<file path="src/rtl/rf_port_arbiter.sv">
// rf_port_arbiter
//   Shares one register file between two requesters, A (CPU datapath) and
//   B (debug/loader). Each request is either a two-operand read or a
//   single-register write. It completes with a one-cycle ACK. When both
//   requesters are waiting, round-robin arbitration picks the winner.
//   Every register-file-side output is registered.
//
//   Transaction timeline (REQ seen in IDLE at cycle 0):
//     write : RF_WRITE in cycle 1, ACK in cycle 2
//     read  : RF_READ in cycles 1-2, data captured at the end of cycle 2,
//             ACK with the data visible in cycle 3
//
// Ports
//   CLK, RST                  clock and synchronous active-high reset
//   A_*/B_* REQ, WE           request (held until ACK), 1 = write / 0 = read
//   A_*/B_* ADDR_R1/R2/W      operand and destination register addresses
//   A_*/B_* DATA_W            write data
//   A_ACK/B_ACK               one-cycle completion pulse
//   A_*/B_* DATA_R1/R2        captured read data, held until that side's next read
//   RF_READ, RF_WRITE         register file strobes (never both high)
//   RF_ADDR_R1/R2/W           register file addresses
//   RF_DATA_W                 register file write data
//   RF_DATA_R1/R2             register file read data (floating while RF_READ=0)
//   BUSY                      high whenever the arbiter is not idle
module rf_port_arbiter #(
  parameter int DATA_WIDTH       = 32,
  parameter int ADDR_WIDTH       = 5,
  parameter bit ZERO_REG_PROTECT = 1'b1
) (
  input  logic                  CLK,
  input  logic                  RST,
  input  logic                  A_REQ,
  input  logic                  A_WE,
  input  logic [ADDR_WIDTH-1:0] A_ADDR_R1,
  input  logic [ADDR_WIDTH-1:0] A_ADDR_R2,
  input  logic [ADDR_WIDTH-1:0] A_ADDR_W,
  input  logic [DATA_WIDTH-1:0] A_DATA_W,
  output logic                  A_ACK,
  output logic [DATA_WIDTH-1:0] A_DATA_R1,
  output logic [DATA_WIDTH-1:0] A_DATA_R2,
  input  logic                  B_REQ,
  input  logic                  B_WE,
  input  logic [ADDR_WIDTH-1:0] B_ADDR_R1,
  input  logic [ADDR_WIDTH-1:0] B_ADDR_R2,
  input  logic [ADDR_WIDTH-1:0] B_ADDR_W,
  input  logic [DATA_WIDTH-1:0] B_DATA_W,
  output logic                  B_ACK,
  output logic [DATA_WIDTH-1:0] B_DATA_R1,
  output logic [DATA_WIDTH-1:0] B_DATA_R2,
  output logic                  RF_READ,
  output logic                  RF_WRITE,
  output logic [ADDR_WIDTH-1:0] RF_ADDR_R1,
  output logic [ADDR_WIDTH-1:0] RF_ADDR_R2,
  output logic [ADDR_WIDTH-1:0] RF_ADDR_W,
  output logic [DATA_WIDTH-1:0] RF_DATA_W,
  input  logic [DATA_WIDTH-1:0] RF_DATA_R1,
  input  logic [DATA_WIDTH-1:0] RF_DATA_R2,
  output logic                  BUSY
);

  typedef enum logic [1:0] {IDLE, ISSUE, CAPTURE, RESP} state_t;

  state_t state, state_nxt;

  logic last_b;   // 1: B received the most recent grant
  logic win_b;    // winner of the transaction in flight
  logic we_l;     // latched write-enable of the transaction in flight

  logic                  grant;
  logic                  grant_b;
  logic                  sel_we;
  logic [ADDR_WIDTH-1:0] sel_addr_w;
  logic                  rf_read_nxt;
  logic                  rf_write_nxt;

  // A write to register 0 is acknowledged but kept off the file when protection is on.
  function automatic logic write_reaches_file(input logic [ADDR_WIDTH-1:0] addr);
    return !(ZERO_REG_PROTECT && (addr == '0));
  endfunction

  always_comb begin
    state_nxt = state;
    grant     = 1'b0;
    grant_b   = 1'b0;
    unique case (state)
      IDLE: begin
        if (A_REQ || B_REQ) begin
          grant     = 1'b1;
          // B wins when alone, or when both wait and A was served last.
          grant_b   = B_REQ && (!A_REQ || !last_b);
          state_nxt = ISSUE;
        end
      end
      ISSUE:   state_nxt = we_l ? RESP : CAPTURE;
      CAPTURE: state_nxt = RESP;
      RESP:    state_nxt = IDLE;
      default: state_nxt = IDLE;
    endcase

    // The strobes are registered, so they are derived from the state being
    // entered together with the fields being latched on this edge.
    sel_we       = grant ? (grant_b ? B_WE : A_WE) : we_l;
    sel_addr_w   = grant ? (grant_b ? B_ADDR_W : A_ADDR_W) : RF_ADDR_W;
    rf_read_nxt  = ((state_nxt == ISSUE) && !sel_we) || (state_nxt == CAPTURE);
    rf_write_nxt = (state_nxt == ISSUE) && sel_we && write_reaches_file(sel_addr_w);
  end

  always_ff @(posedge CLK) begin
    if (RST) begin
      state      <= IDLE;
      last_b     <= 1'b1;
      win_b      <= 1'b0;
      we_l       <= 1'b0;
      RF_READ    <= 1'b0;
      RF_WRITE   <= 1'b0;
      RF_ADDR_R1 <= '0;
      RF_ADDR_R2 <= '0;
      RF_ADDR_W  <= '0;
      RF_DATA_W  <= '0;
      A_ACK      <= 1'b0;
      B_ACK      <= 1'b0;
      BUSY       <= 1'b0;
      A_DATA_R1  <= '0;
      A_DATA_R2  <= '0;
      B_DATA_R1  <= '0;
      B_DATA_R2  <= '0;
    end else begin
      state    <= state_nxt;
      RF_READ  <= rf_read_nxt;
      RF_WRITE <= rf_write_nxt;
      BUSY     <= (state_nxt != IDLE);
      A_ACK    <= (state_nxt == RESP) && !win_b;
      B_ACK    <= (state_nxt == RESP) && win_b;

      // Grant: latch the winner's request; the RF pins double as the latch.
      if (grant) begin
        win_b      <= grant_b;
        last_b     <= grant_b;
        we_l       <= sel_we;
        RF_ADDR_R1 <= grant_b ? B_ADDR_R1 : A_ADDR_R1;
        RF_ADDR_R2 <= grant_b ? B_ADDR_R2 : A_ADDR_R2;
        RF_ADDR_W  <= sel_addr_w;
        RF_DATA_W  <= grant_b ? B_DATA_W : A_DATA_W;
      end

      // Capture: file data is valid on the second READ cycle.
      if (state == CAPTURE) begin
        if (win_b) begin
          B_DATA_R1 <= RF_DATA_R1;
          B_DATA_R2 <= RF_DATA_R2;
        end else begin
          A_DATA_R1 <= RF_DATA_R1;
          A_DATA_R2 <= RF_DATA_R2;
        end
      end
    end
  end

endmodule

</file>
<file path="config.mk">
export PLATFORM = sky130hd
export DESIGN_NAME = rf_port_arbiter
export DESIGN_NICKNAME = d
export VERILOG_FILES = /design/src/rtl/rf_port_arbiter.sv
export SDC_FILE = /design/constraint.sdc
export NUM_CORES = 1
export LEC_CHECK = 0
export BUFFER_PORTS_ARGS = -buffer_cell sky130_fd_sc_hd__buf_2
export CORE_UTILIZATION = 40
export CTS_CLUSTER_DIAMETER = 30
export DETAILED_ROUTE_END_ITERATION = 12
export GPL_TIMING_DRIVEN = 1
export PLACE_DENSITY = 0.74
export SLEW_MARGIN = 10
export SYNTH_ARGS = -nofsm -noshare
export SYNTH_HDL_FRONTEND = slang
export SYNTH_SLANG_ARGS = --single-unit
</file>
<file path="constraint.sdc">
create_clock -name CLK -period 5 [get_ports CLK]
set_input_delay 0.5 -clock CLK [delete_from_list [all_inputs] [get_ports CLK]]
set_output_delay 0.5 -clock CLK [all_outputs]
set_load 0.05 [all_outputs]
</file>
==> metrics <==
Pre-antenna DRT Iters 4; detailed-placement wirelength estimate roughly 14 mm; minimum hold slack roughly 310 ps; maximum clock insertion buffer count 2; maximum vdd ir drop 0.487 mV; routed wire length per instance 14.7 um; total I/O pin count 344; initial antenna violation count 1; Starting Density 0.411; number of buffers added on ports ~340; # fillers about 1500; worst rel slew slack 0.359; number of buffers created by CTS 17; Hold-fix buffers, CTS 0; detailed router's first-iteration violation count 302; summed negative setup slack over all endpoints 0 ps; internal power contribution between 0.003 and 0.004 W; net switching power of the design ~0.0027 W; post-layout minimum cycle time 2660 ps; Crit Path Max Fanout 57; Post-Route Skew 7.96 ps; clk sinks 185; buffers inserted by post-CTS timing repair 0; nets in the synthesized netlist approximately 1000; Row Count 47; endpoints failing setup 0; Tot GR Track Use 0.225; number of gates given a new drive strength after cts 0; leading cell types in the layout, fill and taps excluded sky130_fd_sc_hd__buf_2, sky130_fd_sc_hd__nand2_1, sky130_fd_sc_hd__dfxtp_1, sky130_fd_sc_hd__a21oi_1, sky130_fd_sc_hd__nor2_1; post-synthesis cell type with the largest combined area sky130_fd_sc_hd__dfxtp_1; max-capacitance violation count 0; grt total ovfl 0; fraction of synthesized cell area taken by the top area cell type 0.539; sequential share of the synthesized area 0.539; die extent in y around 130 um; latest clock arrival within the worst-skew pair approximately 430 ps; vias in the first global route 6136; clock-pin slew reported for the worst setup and hold paths after clock tree synthesis 80 ps; fraction of layout instances using a drive strength above 1 0.343; number of register bits inferred by synthesis about 190; Setup Crit Path Kind flop to flop; Core ar. around 17000 um2; number of endpoints with negative hold slack in the final report 0; data arrival time of the critical path between 2000 and 3000 ps; outcome complete, no violations; warning count from the yosys run 0; via count between 6000 and 7000; vias per inst approximately 5; fraction of power consumed by sequential logic 0.332; DR DRC count 0; worst hold path class input pin to flop; die area approximately 18000 um2; share of the clock period used by the worst path 0.532; type of destination of the critical path flop; overall die width roughly 130 um; WL final approximately 20 mm; part of the power in the clock network 0.242; maximum number of pins on one net before global-route repair approximately 130; CTS tree done; Leak Pwr roughly 4.4 nW; number of standard cells after synthesis roughly 820; number of distinct library cells after synthesis 31; Mean Syn Cell Area ~8.4 um2; overall power after layout ~0.0059 W; most common cell after layout, fill and taps aside sky130_fd_sc_hd__buf_2; total standard cell area after synthesis slightly below 7000 um2; top post-synthesis cells by area sky130_fd_sc_hd__dfxtp_1, sky130_fd_sc_hd__nand2_1, sky130_fd_sc_hd__a21oi_1; GPL Wtd Cong around 0.84; RSZ-0062 raised after global routing no; max-slew violation count 0; net switching fraction of the power 0.459; number of H-tree levels 4; Required @ worst endpoint around 5300 ps; final design utilization 0.557; maximum frequency from static timing analysis 376 MHz; clock root buffer master sky130_fd_sc_hd__clkbuf_16; post-route ant nets 0; power share of the combinational group 0.427; startpoint type of the worst setup path flop; transition time at the pin with the least slew margin between 900 and 1000 ps; # nets final about 1300; global-route wire length before repair 31.0 mm; area grow syn2layout 35.4%; Pwr per Cell Area around 630 nW/um2
## Yosys cell counts
master                      number
sky130_fd_sc_hd__a2111oi_0       2
sky130_fd_sc_hd__a211oi_1       46
sky130_fd_sc_hd__a21bo_2         1
sky130_fd_sc_hd__a21boi_0        1
sky130_fd_sc_hd__a21oi_1       131
sky130_fd_sc_hd__and2_1          1
sky130_fd_sc_hd__and3_1          1
sky130_fd_sc_hd__buf_1          12
sky130_fd_sc_hd__buf_2           1
sky130_fd_sc_hd__buf_4           5
sky130_fd_sc_hd__buf_6           1
sky130_fd_sc_hd__clkbuf_1       44
sky130_fd_sc_hd__dfxtp_1       185
sky130_fd_sc_hd__ha_1            4
sky130_fd_sc_hd__inv_1           6
sky130_fd_sc_hd__mux2_4          1
sky130_fd_sc_hd__mux2i_1        42
sky130_fd_sc_hd__mux2i_4         1
sky130_fd_sc_hd__nand2_1       264
sky130_fd_sc_hd__nand2b_1        3
sky130_fd_sc_hd__nand3_1         1
sky130_fd_sc_hd__nor2_1         50
sky130_fd_sc_hd__nor2b_1         2
sky130_fd_sc_hd__nor3_1          7
sky130_fd_sc_hd__nor4_1          2
sky130_fd_sc_hd__o21a_1          1
sky130_fd_sc_hd__o21ai_0         1
sky130_fd_sc_hd__o22ai_1         1
sky130_fd_sc_hd__o2bb2ai_1       1
sky130_fd_sc_hd__o32ai_1         3
sky130_fd_sc_hd__or2_1           1
## final timing paths
check                 start             to  slack [ps]  cells past startpoint
max                state[0]       RF_WRITE        2340                      6
min          RF_DATA_R1[28]  A_DATA_R1[28]         310                      3
max reg2reg        state[0]       RF_WRITE        2340                      6
min reg2reg   B_DATA_R2[27]  B_DATA_R2[27]         450                      2
## area by class of cell
class	instances	area (um2)	area share
Clock inverter	15	205	0.0221
Tap cell	220	275	0.0296
Sequential cell	185	3700	0.398
Clock buffer	17	425	0.0457
Timing Repair Buffer	350	1780	0.191
Antenna cell	1	2.50	0.000269
Inverter	6	22.5	0.00242
Multi-Input combinational cell	568	2890	0.311
## power groups by stage
| stage | Sequential (W) | Combinational (W) | Clock (W) |
|---|---|---|---|
| finish | 0.00194 | 0.00250 | 0.00141 |
| global route | 0.00198 | 0.00267 | 0.00150 |
| CTS | 0.00194 | 0.00251 | 0.00144 |
| detailed placement | 0.00197 | 0.00251 | 0 |
| global placement | 0.00196 | 0.00248 | 0 |
| floorplan | 0.00300 | 0.000894 | 0 |
## kinds of logic after synthesis
kind of cell,after synthesis,synth area share
AO/OA/AOI/OAI,188,0.159
adder cells (fa/ha/maj),4,0.00729
buffers and inverters,69,0.0417
flip-flops,185,0.539
multiplexers,44,0.0667
AND/OR/NAND/NOR,332,0.187
## through the flow
| step | setup WS [ps] | instance area [um2] | instances |
|---|---|---|---|
| after global placement | 2460 | 8670 | 1329 |
| final | 2340 | 9300 | 1362 |
| after global routing | 2060 | 9300 | 1362 |
| after floorplan | 3190 | 6870 | 822 |
| after detailed placement | 2390 | 8670 | 1329 |
| after CTS | 2340 | 9300 | 1361 |
## registers in the layout, summed over array words and instances (netlist names)
register,cells
B_DATA_R1,32
A_DATA_R1,32
RF_ADDR_R1,5
B_DATA_R2,32
A_ACK,1
RF_WRITE,1
last_b,1
RF_READ,1
A_DATA_R2,32
RF_ADDR_R2,5
RF_DATA_W,32
RF_ADDR_W,5
state,2
we_l,1
win_b,1
BUSY,1
B_ACK,1
## routing by layer
metal | GRT usage | wire length [um] | vias up
li1 | - | - | 3357
met1 | 0.252 | 8180 | 2983
met2 | 0.400 | 9980 | 268
met3 | 0.0571 | 1380 | 27
met4 | 0.102 | 530 | 0
met5 | 0 | 0 | -
## critical path: stages (launching register included)
cell and delay (ps):
sky130_fd_sc_hd__dfxtp_1 330, sky130_fd_sc_hd__inv_1 100, sky130_fd_sc_hd__ha_1 380, sky130_fd_sc_hd__o21a_2 610, sky130_fd_sc_hd__buf_4 580, sky130_fd_sc_hd__o22ai_1 150
sky130_fd_sc_hd__a2111oi_0 390
No activity file was read; power rests on OpenSTA's default activity.
